## config.mk

```make
export PLATFORM = sky130hd
export DESIGN_NAME = inst_fetch_bridge
export DESIGN_NICKNAME = d
export VERILOG_FILES = /design/src/rtl/inst_fetch_bridge.sv
export SDC_FILE = /design/constraint.sdc
export NUM_CORES = 1
export LEC_CHECK = 0
export CORE_MARGIN = 1.5
export CORE_UTILIZATION = 47
export DETAILED_ROUTE_END_ITERATION = 10
export PLACE_DENSITY = 0.8
export RECOVER_POWER = 50
export SETUP_SLACK_MARGIN = 0.1
export SKIP_CTS_REPAIR_TIMING = 1
export SLEW_MARGIN = 0
export SYNTH_ARGS = -nofsm -noshare
export SYNTH_HDL_FRONTEND = slang
export SYNTH_SLANG_ARGS = --single-unit
```

## constraint.sdc

```tcl
create_clock -name clk -period 2.6 [get_ports clk]
set_input_delay 0.52 -clock clk [delete_from_list [all_inputs] [get_ports clk]]
set_output_delay 0.52 -clock clk [all_outputs]
set_load 0.02 [all_outputs]
```

## src/rtl/inst_fetch_bridge.sv

```systemverilog
// rtl/inst_fetch_bridge.sv - one-entry line-buffered instruction fetch bridge
module inst_fetch_bridge #(
    parameter int unsigned TIMEOUT = 16
) (
    input  logic        clk,
    input  logic        rst,
    input  logic        if_ce_i,
    input  logic [31:0] if_addr_i,
    output logic [31:0] if_data_o,
    output logic        stallreq_o,
    output logic        bus_req_o,
    output logic [31:0] bus_addr_o,
    input  logic        bus_ack_i,
    input  logic [31:0] bus_data_i,
    output logic        bus_err_o
);

    typedef enum logic {
        S_IDLE = 1'b0,
        S_WAIT = 1'b1
    } state_t;

    // Counter compares against TIMEOUT-1; 8 bits covers the 2..255 range.
    localparam logic [7:0] TIMEOUT_M1 = 8'(TIMEOUT - 1);

    state_t      r_state;
    state_t      w_next;
    logic [7:0]  r_cnt;
    logic [29:0] r_req_tag;
    logic        r_buf_valid;
    logic [29:0] r_buf_tag;
    logic [31:0] r_buf_data;
    logic        r_bus_req;
    logic [31:0] r_bus_addr;
    logic        r_bus_err;

    logic        w_hit;
    logic        w_issue;
    logic        w_ack_fill;
    logic        w_timeout;

    // Hit ignores the byte offset: the buffer holds one aligned word.
    assign w_hit      = if_ce_i & r_buf_valid & (r_buf_tag == if_addr_i[31:2]);
    assign if_data_o  = w_hit ? r_buf_data : 32'h0;
    assign stallreq_o = if_ce_i & ~w_hit;
    assign bus_req_o  = r_bus_req;
    assign bus_addr_o = r_bus_addr;
    assign bus_err_o  = r_bus_err;

    // Next-state and event decode; ack beats timeout when both land together.
    always_comb begin
        w_next     = r_state;
        w_issue    = 1'b0;
        w_ack_fill = 1'b0;
        w_timeout  = 1'b0;
        case (r_state)
            S_IDLE: begin
                if (if_ce_i && !w_hit) begin
                    w_issue = 1'b1;
                    w_next  = S_WAIT;
                end
            end
            S_WAIT: begin
                if (bus_ack_i) begin
                    w_ack_fill = 1'b1;
                    w_next     = S_IDLE;
                end else if (r_cnt == TIMEOUT_M1) begin
                    w_timeout = 1'b1;
                    w_next    = S_IDLE;
                end
            end
            default: w_next = S_IDLE;
        endcase
    end

    // State register.
    always_ff @(posedge clk) begin
        if (rst) begin
            r_state <= S_IDLE;
        end else begin
            r_state <= w_next;
        end
    end

    // Request, counter and line-buffer updates driven by the decoded events.
    always_ff @(posedge clk) begin
        if (rst) begin
            r_cnt       <= 8'd0;
            r_req_tag   <= 30'd0;
            r_buf_valid <= 1'b0;
            r_buf_tag   <= 30'd0;
            r_buf_data  <= 32'h0;
            r_bus_req   <= 1'b0;
            r_bus_addr  <= 32'h0;
            r_bus_err   <= 1'b0;
        end else begin
            r_bus_err <= 1'b0;
            if (w_issue) begin
                r_bus_req  <= 1'b1;
                r_bus_addr <= {if_addr_i[31:2], 2'b00};
                r_req_tag  <= if_addr_i[31:2];
                r_cnt      <= 8'd0;
            end else if (w_ack_fill) begin
                r_buf_data  <= bus_data_i;
                r_buf_tag   <= r_req_tag;
                r_buf_valid <= 1'b1;
                r_bus_req   <= 1'b0;
            end else if (w_timeout) begin
                // Abandoned fetch fills a NOP so the core can proceed.
                r_buf_data  <= 32'h0;
                r_buf_tag   <= r_req_tag;
                r_buf_valid <= 1'b1;
                r_bus_req   <= 1'b0;
                r_bus_err   <= 1'b1;
            end else if (r_state == S_WAIT) begin
                r_cnt <= r_cnt + 8'd1;
            end
        end
    end

endmodule
```

==> results of run 1 <==
[area by class of cell]
class	instances	area (um^2)	share of cell area, %
multi-input combinational	363	2395	36.98
sequential	104	2083	32.17
timing repair buffer	151	1654	25.54
tap	129	161.4	2.492
clock buffer	10	127.6	1.971
clock inverter	6	45.04	0.6955
inverter	2	7.507	0.1159
antenna	1	2.502	0.03864
[metrics by stage]
stage	cell area, um^2	cells	utilization, %	hold WS [ns]
final	6476	766	69.76	0.4619
after global placement	5978	742	64.39	0.4482
after global routing	6474	765	69.73	0.4693
after detailed placement	5978	742	64.39	0.4513
after CTS	6151	758	66.25	0.4665
after floorplan	4522	506	-	0.4402
[critical path: cells and delay by family]
family,cells,cell delay (ns)
and+or+nand+nor,4,0.65
buffers and inverters,4,0.88
xor gates and xnor gates,1,0.19
[layer usage]
layer  up-vias  global-route usage, %  wire [um]
met5         -                      0          0
met4         0                  6.944        156
met3        10                  6.727        785
met2       126                  35.26       5716
met1      1793                  28.08       5004
li1       1911                      -          -
[power by group through the flow]
stage	registers (mW)	clock network, mW	logic, mW
4_1_cts	1.70	0.932	0.471
2_1_floorplan	1.76	0	0.199
3_5_place_dp	1.73	0	0.469
6_report	1.70	0.909	0.455
5_1_grt	1.70	1.00	0.490
3_3_place_gp	1.73	0	0.462
[logic make-up after synthesis]
logic type | Yosys count
muxes | 31
xor gates and xnor gates | 37
AOI/OAI and AO/OA | 70
DFF | 104
adders and majority gates | 1
buffers and inverters | 39
other | 1
and+or+nand+nor | 222
[worst max-delay path by stage]
stage | start | endpoint | slack [ns] | cells after the start
2_1_floorplan | if_addr_i[26] | if_data_o[10] | 0.31 | 6
3_3_place_gp | if_addr_i[20] | if_data_o[3] | -0.83 | 8
3_5_place_dp | if_addr_i[20] | if_data_o[3] | -0.85 | 8
4_1_cts | if_addr_i[20] | if_data_o[3] | -0.90 | 8
5_1_grt | r_buf_tag[2] | if_data_o[23] | -0.30 | 9
6_report | if_addr_i[27] | if_data_o[23] | -0.18 | 9
[flip-flops by register name, indices dropped and copies added (netlist names)]
register / cells
r_buf_data: 32
r_cnt: 8
r_buf_valid: 1
bus_addr_o: 30
bus_req_o: 1
bus_err_o: 1
r_state: 1
r_buf_tag: 30
[cell usage in the layout, fill, tap and decap left out, types with 2 or more instances in the layout]
cell type	n
dfxtp_1	103
nand2_1	64
nand2b_1	61
clkdlybuf4s50_1	35
nor2_1	34
a21oi_1	33
a22oi_1	32
dlygate4sd3_1	32
mux2i_1	31
xor2_1	30
dlymetal6s2s_1	29
buf_6	26
and2_4	25
buf_4	18
nor3_1	9
clkbuf_8	9
and2_1	8
buf_12	5
xor2_2	4
nand4_1	4
nor4_2	3
nor4_1	3
xnor2_1	3
clkinvlp_4	3
clkbuf_16	3
nor2b_1	2
nor3b_1	2
inv_1	2
nand3_1	2
conb_1	2
clkbuf_2	2
==> results.tsv, run 1 <==
stage	metric	value	unit
clock_network	cts_root_buf	clkbuf_8	
hold_path	whs_path_depth	2	
placed_design	hpwl	7380	um
synth	synth_compound_area_share	10.22	%
grt	grt_pass1_wl	17730	um
timing	slew_headroom	49.68	%
status	violations	setup timing	
synth	ys_ff_latch	104	
route	drc	0	
route	ant_nets	0	
synth	yosys-top-cells-area	dfxtp_1, nand2b_1, mux2i_1	
power	finalPower	3.061	mW
timing	finalWorstSetupSlack	-0.1819	ns
synth	ys_seq_area_share	46.08	%
route	detail_route.wl_per_cell	15.23	um
grt	grt_pass1_vias	3767	
setup_path	cp.required	2.08	ns
synth	synthTopCellsByCount	dfxtp_1, nand2_1, nand2b_1	
synth	yosys.area_share.simple	25.15	%
clock_network	cts_tree	yes	
setup_path	critPathLaunchType	input pin	
setup_path	cp_cell_sequence	clkdlybuf4s50_1, xor2_2, nor3_1, nand4_1, nor2_4, buf_12, clkbuf_16, and2_4, buf_6	
grt	grt_use_total	21.90	%
synth	synth_largest_area_cell	dfxtp_1	
power	power_frac_seq	55.4	%
timing	hold_viol_final	0	
power	switching_power	827.6	uW
synth	synth_xor_area_share	7.173	%
synth	async_flop_share	0	%
clock_network	clockBufferDepth	2	
setup_path	arrival	2.26	ns
setup_path	cp_slowest_cell	clkdlybuf4s50_1	
die	core	0.009284	mm^2
setup_path	cp_max_fo	8	
die	ioPinCount	135	
setup_path	worstSetupPathType	input pin to output port	
clock_network	insertion_delay	0.36	ns
hold_path	hp-class	flip-flop to flip-flop	
setup_path	r2r-start	r_cnt[0]	
die	die_w	101.0	um
route	drtIter0Drc	205	
synth	synth-edff-count	0	
setup_path	regToRegSetupSlack	0.31	ns
synth	syn-cell-area	0.004518	mm^2
die	fp.dieArea	0.01021	mm^2
timing	rsz0062_at_grt	yes	
power	intPower	2.234	mW
power	comb_power_share	14.9	%
timing	fin_crit	2.782	ns
clock_network	cts_sinks	104	
status	status	finished with violations	
synth	syn_area_per_cell	8.947	um^2
power	p_clk_share	29.7	%
finish	drive_above_1_share	16.98	%
synth	synth_top_family_by_area	simple AND/OR/NAND/NOR gates	
synth	synth_most_common_cell	dfxtp_1	
synth	synth_top_area_share	46.08	%
setup_path	crit_path_max_incr_delay	0.47	ns
synth	yosys.area_share.adder	0.2769	%
clock_network	clk_pin_slew	0.10	ns
placed_design	gp_congestion	0.8138	
hold_path	hold_start	bus_req_o	
clock_network	htree_levels	3	
setup_path	reg2reg_to	r_buf_data[10]	
finish	fill_cells	705	
timing	fmax	359.5	MHz
die	fp.dieH	101.0	um
grt	grt_antenna_before_repair	0	
finish	final_nets	700	
power	swShare	27.03	%
setup_path	reg2reg_depth	7	
flow_run	drv_cap	0	
timing	setup_viol	33	
grt	grt_remaining_overflow	0	
timing	fin_skew	0.01369	ns
route	via_per_inst	5.013	
synth	muxShareOfSynthArea	6.868	%
hold_path	hold_end	bus_req_o	
power	powerDensity	472.7	mW/mm^2
synth	ys.warnings.count	0	
power	leakagePower	2.828	nW
timing	worst_pin_slew	0.7549	ns
route	postRouteWirelength	11660	um
placed_design	dp_slack	-0.8453	ns
grt	grt_max_degree	135	
finish	area_growth	43.34	%
synth	yosysUniqueCellTypes	29	
route	via_count	3840	
placed_design	io_buffers	130	
die	initial_core_util	48.67	%
power	peakVddDrop	238.6	uV
synth	syn_inst	505	
clock_network	numCtsBuffers	9	
route	drtPass1Iterations	5	
timing	period_share	107.0	%
setup_path	worstSetupEndpointType	output port	
timing	finalSetupTns	-5.393	ns
die	row_count	35	
timing	drv_slew	0	
synth	ys_dominant_reg_cell	dfxtp_1	
(Power assumes the default switching activity.)
==> run 2: changes to the inputs <==
Settings changed: CAP_MARGIN set to 40.
==> results of run 2 <==
Final layout, timing and power as in run 1 (identical DEF).
